==> src/rtl/decompress_in_framer_if.sv <==
// Byte-stream handshake bundle between the DMA read stream, the framer and the decoder.
// The framer takes the slave view; whoever feeds and drains it takes the master view.
interface decompress_in_framer_if #(
    parameter int unsigned AXIS_DW = 8
);
    logic [AXIS_DW-1:0] in_tdata;
    logic               in_tvalid;
    logic               in_tready;
    logic               in_tlast;
    logic [AXIS_DW-1:0] out_tdata;
    logic               out_tvalid;
    logic               out_tready;
    logic               out_tlast;

    modport master (
        output in_tdata,
        output in_tvalid,
        output in_tlast,
        output out_tready,
        input  in_tready,
        input  out_tdata,
        input  out_tvalid,
        input  out_tlast
    );

    modport slave (
        input  in_tdata,
        input  in_tvalid,
        input  in_tlast,
        input  out_tready,
        output in_tready,
        output out_tdata,
        output out_tvalid,
        output out_tlast
    );
endinterface

==> src/rtl/decompress_in_framer.sv <==
// Input framer for the decompression path: strips block-boundary tlast, flags framing
// violations, counts blocks and forwards bytes through a one-deep output register.
module decompress_in_framer #(
    parameter int unsigned AXIS_DW        = 8,
    parameter int unsigned NumberPerBlock = 4096
) (
    input  logic                         clk,
    input  logic                         rst,
    input  logic                         start,
    input  logic                         FBFlag,
    decompress_in_framer_if.slave        bus,
    output logic [31:0]                  BlockCount,
    output logic                         FrameError,
    output logic                         FileFinish
);

    localparam int unsigned CntW = (NumberPerBlock > 1) ? $clog2(NumberPerBlock) : 1;
    localparam logic [CntW-1:0] CntLast = CntW'(NumberPerBlock - 1);

    typedef enum logic [1:0] {
        StIdle,
        StRun,
        StDrain,
        StDone
    } state_e;

    state_e             state_q;
    logic               mode_q;
    logic [CntW-1:0]    b_cnt_q;
    logic [31:0]        block_count_q;
    logic               frame_error_q;
    logic               file_finish_q;
    logic [AXIS_DW-1:0] out_data_q;
    logic               out_valid_q;
    logic               out_last_q;

    logic accept;
    logic at_wrap;
    logic file_end;
    logic handoff;

    always_comb begin
        bus.in_tready = (state_q == StRun) & (~out_valid_q | bus.out_tready);
        accept        = bus.in_tvalid & bus.in_tready;
        at_wrap       = (b_cnt_q == CntLast);
        // In block mode a tlast on the last byte of a block is only a boundary marker.
        file_end      = bus.in_tlast & (mode_q | ~at_wrap);
        handoff       = out_valid_q & bus.out_tready;
    end

    always_ff @(posedge clk or posedge rst) begin
        if (rst) begin
            state_q       <= StIdle;
            mode_q        <= 1'b0;
            b_cnt_q       <= '0;
            block_count_q <= '0;
            frame_error_q <= 1'b0;
            file_finish_q <= 1'b0;
            out_data_q    <= '0;
            out_valid_q   <= 1'b0;
            out_last_q    <= 1'b0;
        end else begin
            unique case (state_q)
                StIdle, StDone: begin
                    if (start) begin
                        state_q       <= StRun;
                        mode_q        <= FBFlag;
                        b_cnt_q       <= '0;
                        block_count_q <= '0;
                        frame_error_q <= 1'b0;
                        file_finish_q <= 1'b0;
                    end
                end
                StRun: begin
                    if (accept && file_end) begin
                        state_q <= StDrain;
                    end
                end
                StDrain: begin
                    if (handoff && out_last_q) begin
                        state_q       <= StDone;
                        file_finish_q <= 1'b1;
                    end
                end
                default: state_q <= StIdle;
            endcase

            if (accept) begin
                out_data_q  <= bus.in_tdata;
                out_valid_q <= 1'b1;
                out_last_q  <= file_end;
                // Coincident tlast and wrap close a single block.
                if (bus.in_tlast || at_wrap) begin
                    b_cnt_q <= '0;
                    if (block_count_q != 32'hFFFF_FFFF) begin
                        block_count_q <= block_count_q + 32'd1;
                    end
                end else begin
                    b_cnt_q <= b_cnt_q + CntW'(1);
                end
                if (!mode_q && at_wrap && !bus.in_tlast) begin
                    frame_error_q <= 1'b1;
                end
            end else if (handoff) begin
                out_valid_q <= 1'b0;
                out_last_q  <= 1'b0;
            end
        end
    end

    assign bus.out_tdata  = out_data_q;
    assign bus.out_tvalid = out_valid_q;
    assign bus.out_tlast  = out_last_q;
    assign BlockCount     = block_count_q;
    assign FrameError     = frame_error_q;
    assign FileFinish     = file_finish_q;

endmodule
==> src/flat_wrapper.sv <==
// flat-port wrapper written by rule: the top's interface ports become plain ports
module decompress_in_framer_flat 
#(
    parameter int unsigned AXIS_DW        = 8,
    parameter int unsigned NumberPerBlock = 4096
)
  (clk, rst, start, FBFlag, BlockCount, FrameError, FileFinish, bus_in_tdata, bus_in_tvalid, bus_in_tlast, bus_out_tready, bus_in_tready, bus_out_tdata, bus_out_tvalid, bus_out_tlast);
  decompress_in_framer_if #(.AXIS_DW(AXIS_DW)) bus_i ();
  input  logic clk;
  input  logic rst;
  input  logic start;
  input  logic FBFlag;
  output logic [31:0] BlockCount;
  output logic FrameError;
  output logic FileFinish;
  input wire logic [$bits(bus_i.in_tdata)-1:0] bus_in_tdata;
  input wire logic [$bits(bus_i.in_tvalid)-1:0] bus_in_tvalid;
  input wire logic [$bits(bus_i.in_tlast)-1:0] bus_in_tlast;
  input wire logic [$bits(bus_i.out_tready)-1:0] bus_out_tready;
  output wire logic [$bits(bus_i.in_tready)-1:0] bus_in_tready;
  output wire logic [$bits(bus_i.out_tdata)-1:0] bus_out_tdata;
  output wire logic [$bits(bus_i.out_tvalid)-1:0] bus_out_tvalid;
  output wire logic [$bits(bus_i.out_tlast)-1:0] bus_out_tlast;
  assign bus_i.in_tdata = bus_in_tdata;
  assign bus_i.in_tvalid = bus_in_tvalid;
  assign bus_i.in_tlast = bus_in_tlast;
  assign bus_i.out_tready = bus_out_tready;
  assign bus_in_tready = bus_i.in_tready;
  assign bus_out_tdata = bus_i.out_tdata;
  assign bus_out_tvalid = bus_i.out_tvalid;
  assign bus_out_tlast = bus_i.out_tlast;
  decompress_in_framer #(.AXIS_DW(AXIS_DW), .NumberPerBlock(NumberPerBlock)) u_core (.clk(clk), .rst(rst), .start(start), .FBFlag(FBFlag), .bus(bus_i), .BlockCount(BlockCount), .FrameError(FrameError), .FileFinish(FileFinish));
endmodule
==> config.mk <==
export PLATFORM = sky130hd
export DESIGN_NAME = decompress_in_framer_flat
export DESIGN_NICKNAME = d
export VERILOG_FILES = /design/src/rtl/decompress_in_framer_if.sv /design/src/rtl/decompress_in_framer.sv /design/src/flat_wrapper.sv
export SDC_FILE = /design/constraint.sdc
export NUM_CORES = 1
export LEC_CHECK = 0
export CAP_MARGIN = 20
export CORE_MARGIN = 2
export CORE_UTILIZATION = 40
export CTS_CLUSTER_SIZE = 24
export DETAILED_ROUTE_END_ITERATION = 7
export MAX_ROUTING_LAYER = met4
export PLACE_DENSITY = 0.7
export SETUP_SLACK_MARGIN = 0.1
export SYNTH_ARGS = -nofsm -noshare
export SYNTH_HDL_FRONTEND = slang
export SYNTH_SLANG_ARGS = --single-unit
==> constraint.sdc <==
create_clock -name clk -period 2.1 [get_ports clk]
set_input_delay 0.42 -clock clk [delete_from_list [all_inputs] [get_ports clk]]
set_output_delay 0.42 -clock clk [all_outputs]
set_load 0.1 [all_outputs]
==> run_results.csv, run 1 <==
group,metric,value,unit
sta,hold_violations,0,
setup_path,crit_start,"u_core.BlockCount[5]",
setup_path,cpMaxStageDelayCell,"or4_4",
finish,fin_util,0.5951,
finish,final_cell_mix,"105 x buf_4, 58 x nand2_1, 34 x nand3_1, 34 x dfrtp_2, 25 x dfrtp_1",
sta,clock_skew,9.883,ps
routing,drt_wl_total,9480,um
finish,antenna_cells,0,
sta,min_period,1978,ps
grt,first_global_vias,3220,
synth,synth_flop_cell,"dfrtp_1",
floorplan,initial_core_util,0.4143,
setup_path,r2r_cells,5,
sta,timing.fmax,505.5,MHz
finish,n_fill_cell,727,
finish,syn2layout_area_growth,43.62,%
routing,route.detailed.drc,0,
synth,ys_seq_area_frac,0.4337,
pwr,p_total,0.004667,W
setup_path,r2r_slack,120,ps
flow_run,drv_cap,0,
grt,grt_pass1_wl,15530,um
setup_path,cp.required,2330,ps
placement,postPlaceCellArea,4568,um2
floorplan,dieArea,9265,um2
setup_path,endpoint_kind,"flip-flop",
setup_path,worst_path_largest_cell_delay,570,ps
synth,ys_warn_count,0,
finish,multi_input_area,1973,um2
setup_path,crit_path_max_fanout,6,
synth,synth_fp_nets,391,
finish,stdcell_area,4890,um2
synth,syn_area,3405,um2
outcome,status,"completed",
routing,viasPerCell,5.553,
sta,worstMarginPinSlew,400.0,ps
routing,antenna_left,0,
routing,first_pass_iters,5,
cts,numCtsBuffers,9,
setup_path,reg2reg_from,"u_core.BlockCount[5]",
cts,clk_latency,350,ps
sta,setup_violations,0,
setup_path,arrival,2210,ps
setup_path,path_class,"flip-flop to flip-flop",
routing,drt-wirelength-per-cell,15.80,um
grt,grt_max_degree,30,
placement,hpwlAfterDp,6971,um
setup_path,worst-path-buf-inv,0,
floorplan,core-area,8217,um2
floorplan,die_w,96.26,um
sta,slew_violations,0,
cts,root_buffer,"clkbuf_8",
synth,yosys_register_bits,59,
synth,ys_async_sr_fraction,1.000,
finish,mostFrequentLayoutCell,"buf_4",
grt,grt_usage,0.2266,
cts,path_clk_slew,70,ps
sta,post-route-period-util,0.9420,
synth,synthesis.instances,371,
pwr,max-vdd-ir-drop,0.0004595,V
finish,drive_above_1_share,0.4061,
synth,yosysUniqueCellTypes,53,
cts,cts_tree,"yes",
floorplan,die_y,96.26,um
grt,gr-total-overflow,0,
pwr,power_density,954.5,nW/um2
placement,dp.cells,577,
setup_path,critPathCapture,"u_core.BlockCount[27]",
setup_path,crit_chain,"nand4_4, or4_4, a211oi_4, or3b_1, mux2i_1",
cts,clockBufferDepth,2,
cts,cts_sinks,59,
min_path,holdCritPathClass,"primary input to asynchronous set/reset pin",
sta,slew-limit-headroom,0.7264,
synth,synth_edf_count,0,
placement,gp_congestion,0.8572,
finish,fin_cells,600,
synth,avgSynthCellArea,9.177,um2
setup_path,startpoint_type,"flip-flop",
setup_path,cp_top_family,"simple AND/OR/NAND/NOR gates",
cts,cts_hold_buf,0,
routing,drtIter0Drc,166,
setup_path,r2r_end,"u_core.BlockCount[27]",
pwr,p_leak,2.229,nW
grt,antenna_found_initial,0,
finish,regArea,1519,um2
sta,tns,0,ps
placement,io_buffer_count,59,
cts,cts-htree-levels,3,
floorplan,io-pin-count,60,
sta,rsz0062_at_grt,"yes",
finish,nNetsFinal,510,
routing,via_count,3332,
setup_path,cp.depth,5,
floorplan,fp-row-count,33,
[routing by layer]
| metal | global-route usage | wire [um] | part of all wire | vias up |
|---|---|---|---|---|
| li1 | - | - | - | 1630 |
| met1 | 0.3020 | 4499 | 0.47 | 1611 |
| met2 | 0.3449 | 4377 | 0.46 | 81 |
| met3 | 0.03446 | 485 | 0.051 | 10 |
| met4 | 0.09286 | 116 | 0.012 | 0 |
| met5 | - | 0 | 0 | - |
[cell type report]
cell class,count,share of cell area
multi-input combinational,286,0.4035
inverter,9,0.006909
clock buffer,10,0.02815
tap,105,0.02687
timing repair buffer,125,0.2108
sequential,59,0.3106
clock inverter,6,0.01305
[through the flow]
stage               hold slack (ps)  setup WS [ps]
global route                  398.8          11.07
finish                        378.9          121.8
CTS                           375.3          105.8
detailed placement            469.4         -208.7
global placement              463.1         -164.8
floorplan                     446.0         -272.0
[sequential cells by signal, indices dropped and copies added, names as in the netlist]
register and flops:
u_core.state_q 2, u_core.BlockCount 32, u_core.bus.out_tdata 8, u_core.bus.out_tlast 1
u_core.FileFinish 1, u_core.b_cnt_q 12, u_core.mode_q 1, u_core.bus.out_tvalid 1
u_core.FrameError 1
[cell usage after synthesis (2+ instances only)]
| cell type | count | area (um2) |
|---|---|---|
| or3_1 | 2 | 12.51 |
| nand2_1 | 59 | 221.5 |
| and4_1 | 3 | 26.28 |
| or4_1 | 2 | 15.01 |
| mux2i_1 | 16 | 160.2 |
| and2_2 | 2 | 15.01 |
| dfrtp_1 | 59 | 1476 |
| nand4_1 | 19 | 118.9 |
| or2_2 | 2 | 12.51 |
| nand3_1 | 36 | 180.2 |
| o31ai_1 | 3 | 22.52 |
| o2111a_1 | 2 | 22.52 |
| ha_1 | 5 | 62.56 |
| nand2b_1 | 2 | 12.51 |
| a21oi_1 | 5 | 25.02 |
| o21ai_0 | 20 | 100.1 |
| buf_2 | 7 | 35.03 |
| nor4_1 | 9 | 56.30 |
| and3_1 | 10 | 62.56 |
| clkbuf_1 | 8 | 30.03 |
| a21o_1 | 6 | 45.04 |
| a221o_1 | 9 | 90.09 |
| xor2_1 | 2 | 17.52 |
| a22o_1 | 4 | 35.03 |
| o211ai_1 | 2 | 15.01 |
| a211oi_1 | 2 | 15.01 |
| nor3_1 | 13 | 65.06 |
| nor2_1 | 19 | 71.32 |
| and4_2 | 2 | 20.02 |
| and2_1 | 10 | 62.56 |
| inv_1 | 9 | 33.78 |
[kinds of logic (layout without fill, tap and decap cells)]
family                     count (synthesis)  after routing  share of synthesized area
AOI/OAI and AO/OA                         63             63                     0.1389
xor gates and xnor gates                   3              3                   0.007719
adders and majority gates                  5              5                    0.01838
DFF                                       59             59                     0.4337
and+or+nand+nor                          198            198                     0.3087
muxes                                     17             17                    0.05035
buffers and inverters                     26            150                    0.04226
[report_power, final]
part / internal, W / switching, W
logic: 0.000639 / 0.00155
registers: 0.00129 / 0.000117
clock network: 0.000580 / 0.000487
total: 0.00251 / 0.00216
[worst reg2reg max path: stages, from the launching register on]
cell and delay, ps:
dfrtp_2 390, nand4_4 170, or4_4 570, a211oi_4 220
or3b_1 390, mux2i_1 130
[worst min path at each step]
stage                                  startpoint                 endpoint  slack (ps)  cells after the start
final                                         rst  u_core.bus.out_tdata[4]         380                      2
after floorplan                     u_core.mode_q            u_core.mode_q         450                      2
after global placement    u_core.bus.out_tdata[6]  u_core.bus.out_tdata[6]         460                      2
after CTS                                     rst  u_core.bus.out_tdata[4]         380                      2
after global routing                          rst  u_core.bus.out_tdata[4]         400                      2
after detailed placement  u_core.bus.out_tdata[6]  u_core.bus.out_tdata[6]         470                      2
[what timing repair did]
action	4_1_cts	5_1_grt
endpoints found under the setup margin	12	20
buffers inserted	0	7
pin swaps	2	9
endpoints found under the hold margin	0	0
resized for setup	2	12
No activity file was read; power rests on OpenSTA's default activity.
==> inputs of run 2 (changes only) <==
--- a/config.mk
+++ b/config.mk
@@ -12,7 +12,7 @@
 export DETAILED_ROUTE_END_ITERATION = 7
 export MAX_ROUTING_LAYER = met4
 export PLACE_DENSITY = 0.7
-export SETUP_SLACK_MARGIN = 0.1
+export SETUP_SLACK_MARGIN = 0.15
 export SYNTH_ARGS = -nofsm -noshare
 export SYNTH_HDL_FRONTEND = slang
 export SYNTH_SLANG_ARGS = --single-unit
==> run 2 against run 1 <==
  * Clock power about the same
  * Die area unchanged
  * Global-route usage increased by 0.19 points
  * Wire length increased by 6.1%
  * Clock skew about the same
  * Critical endpoint is now u_core.BlockCount[29]
==> run_results.csv, run 2 (synthesis results as in run 1) <==
group,metric,value,unit
sta,timing.fmax,498.4,MHz
routing,route.top_layer_used,"met4",
grt,antenna_found_initial,0,
cts,path_clk_slew,80,ps
pwr,max-vdd-ir-drop,0.0004637,V
sta,clock_skew,9.757,ps
grt,first_global_vias,3244,
floorplan,die_w,96.26,um
sta,rsz0062_at_grt,"yes",
flow_run,drv_cap,0,
routing,antenna_left,0,
finish,syn2layout_area_growth,50.28,%
setup_path,r2r_slack,90,ps
setup_path,endpoint_kind,"flip-flop",
setup_path,r2r_cells,7,
cts,clockBufferDepth,2,
cts,numCtsBuffers,9,
cts,root_buffer,"clkbuf_8",
sta,slew_violations,0,
sta,fin_ws,93.70,ps
finish,drive_above_1_share,0.4436,
finish,antenna_cells,0,
finish,largest_reg_flops,32,
setup_path,path_class,"flip-flop to flip-flop",
grt,grt_max_degree,30,
setup_path,cp.required,2330,ps
routing,drt_wl_total,10060,um
sta,min_period,2006,ps
grt,gr-total-overflow,0,
pwr,p_leak,2.324,nW
routing,first_pass_iters,4,
grt,grt_pass1_wl,15680,um
placement,postPlaceCellArea,4568,um2
outcome,status,"completed",
cts,cts_sinks,59,
placement,post-place-ws,-208.7,ps
sta,post-route-period-util,0.9554,
floorplan,fp-row-count,33,
sta,tns,0,ps
setup_path,reg2reg_from,"u_core.BlockCount[8]",
cts,clk_latency,350,ps
setup_path,startpoint_type,"flip-flop",
placement,io_buffer_count,59,
sta,hold_violations,0,
sta,slew-limit-headroom,0.7072,
floorplan,die_y,96.26,um
routing,via_count,3458,
routing,met2WireLength,4713,um
cts,cts-htree-levels,3,
routing,wl_met1,4718,um
cts,cts_tree,"yes",
setup_path,crit_path_max_fanout,4,
floorplan,io-pin-count,60,
finish,nNetsFinal,520,
finish,final_cell_mix,"108 x buf_4, 57 x nand2_1, 34 x dfrtp_2",
routing,drtIter0Drc,194,
finish,stdcell_area,5116,um2
finish,mostFrequentLayoutCell,"buf_4",
routing,viasPerCell,5.669,
floorplan,initial_core_util,0.4143,
setup_path,r2r_end,"u_core.BlockCount[29]",
min_path,holdCritPathClass,"primary input to asynchronous set/reset pin",
setup_path,arrival,2240,ps
routing,drt-wirelength-per-cell,16.49,um
sta,setup_violations,0,
pwr,power_density,948.2,nW/um2
routing,wl_met3,480,um
placement,gp_congestion,0.8572,
routing,route.detailed.drc,0,
floorplan,core-area,8217,um2
grt,grt_usage,0.2284,
floorplan,dieArea,9265,um2
sta,worstMarginPinSlew,435.9,ps
placement,hpwlAfterDp,6971,um
-- run 2: changes by cell type in the layout (fill, tap and decap cells not counted), moves of 2 or more --
cell     delta
and3_4      +2
buf_6       +3
buf_4       +3
nor4_1      -2
nand3_1     -9
nand3_2     +8
-- run 2: worst max-delay path: stages (launching register included) --
cell and delay (ps):
dfrtp_2 360, nand4_1 150, buf_4 190, nor4_4 230
buf_4 210, nand3_1 70, or4_4 540, mux2i_1 140
-- run 2: layout make-up --
cell class | count | area [um2]
sequential | 59 | 1519
inverter | 9 | 33.78
fill | 694 | 3100
tap | 105 | 131.4
clock inverter | 6 | 63.81
multi-input combinational | 287 | 2081
timing repair buffer | 134 | 1150
clock buffer | 10 | 137.6
-- run 2: worst max-delay path by stage --
stage,startpoint,to
after global routing,u_core.b_cnt_q[1],u_core.BlockCount[27]
final,u_core.BlockCount[8],u_core.BlockCount[29]
after CTS,u_core.BlockCount[8],u_core.BlockCount[14]
after global placement,bus_out_tready,u_core.BlockCount[27]
after floorplan,u_core.BlockCount[9],u_core.BlockCount[27]
after detailed placement,bus_out_tready,u_core.BlockCount[29]
-- run 2: what timing repair did --
| item | 4_1_cts | 5_1_grt |
|---|---|---|
| setup endpoints to repair | 19 | 34 |
| setup buffers | 5 | 10 |
| gates resized for setup | 3 | 37 |
| cloned | 0 | 2 |
| pin swaps | 3 | 22 |
| hold buffers | 0 | 0 |
-- run 2: per-stage QoR --
| step | utilization | power, W | hold slack (ps) | instances |
|---|---|---|---|---|
| 2_1_floorplan | - | 0.002929 | 446.0 | 371 |
| 5_1_grt | 0.6227 | 0.005102 | 397.7 | 610 |
| 3_5_place_dp | 0.5560 | 0.003601 | 469.4 | 577 |
| 4_1_cts | 0.5866 | 0.004690 | 375.3 | 598 |
| 3_3_place_gp | 0.5560 | 0.003561 | 463.1 | 577 |
| 6_report | 0.6227 | 0.004851 | 373.7 | 610 |
-- run 2: power by group --
group / switching (W) / internal [W]
Sequential: 0.000122 / 0.00129
Clock: 0.000493 / 0.000579
Combinational: 0.00161 / 0.000752
-- run 2: routing by layer --
metal,vias to the layer above,global-route usage
met5,-,-
met4,0,0.08929
met3,14,0.03446
met2,96,0.3484
met1,1707,0.3059
li1,1641,-
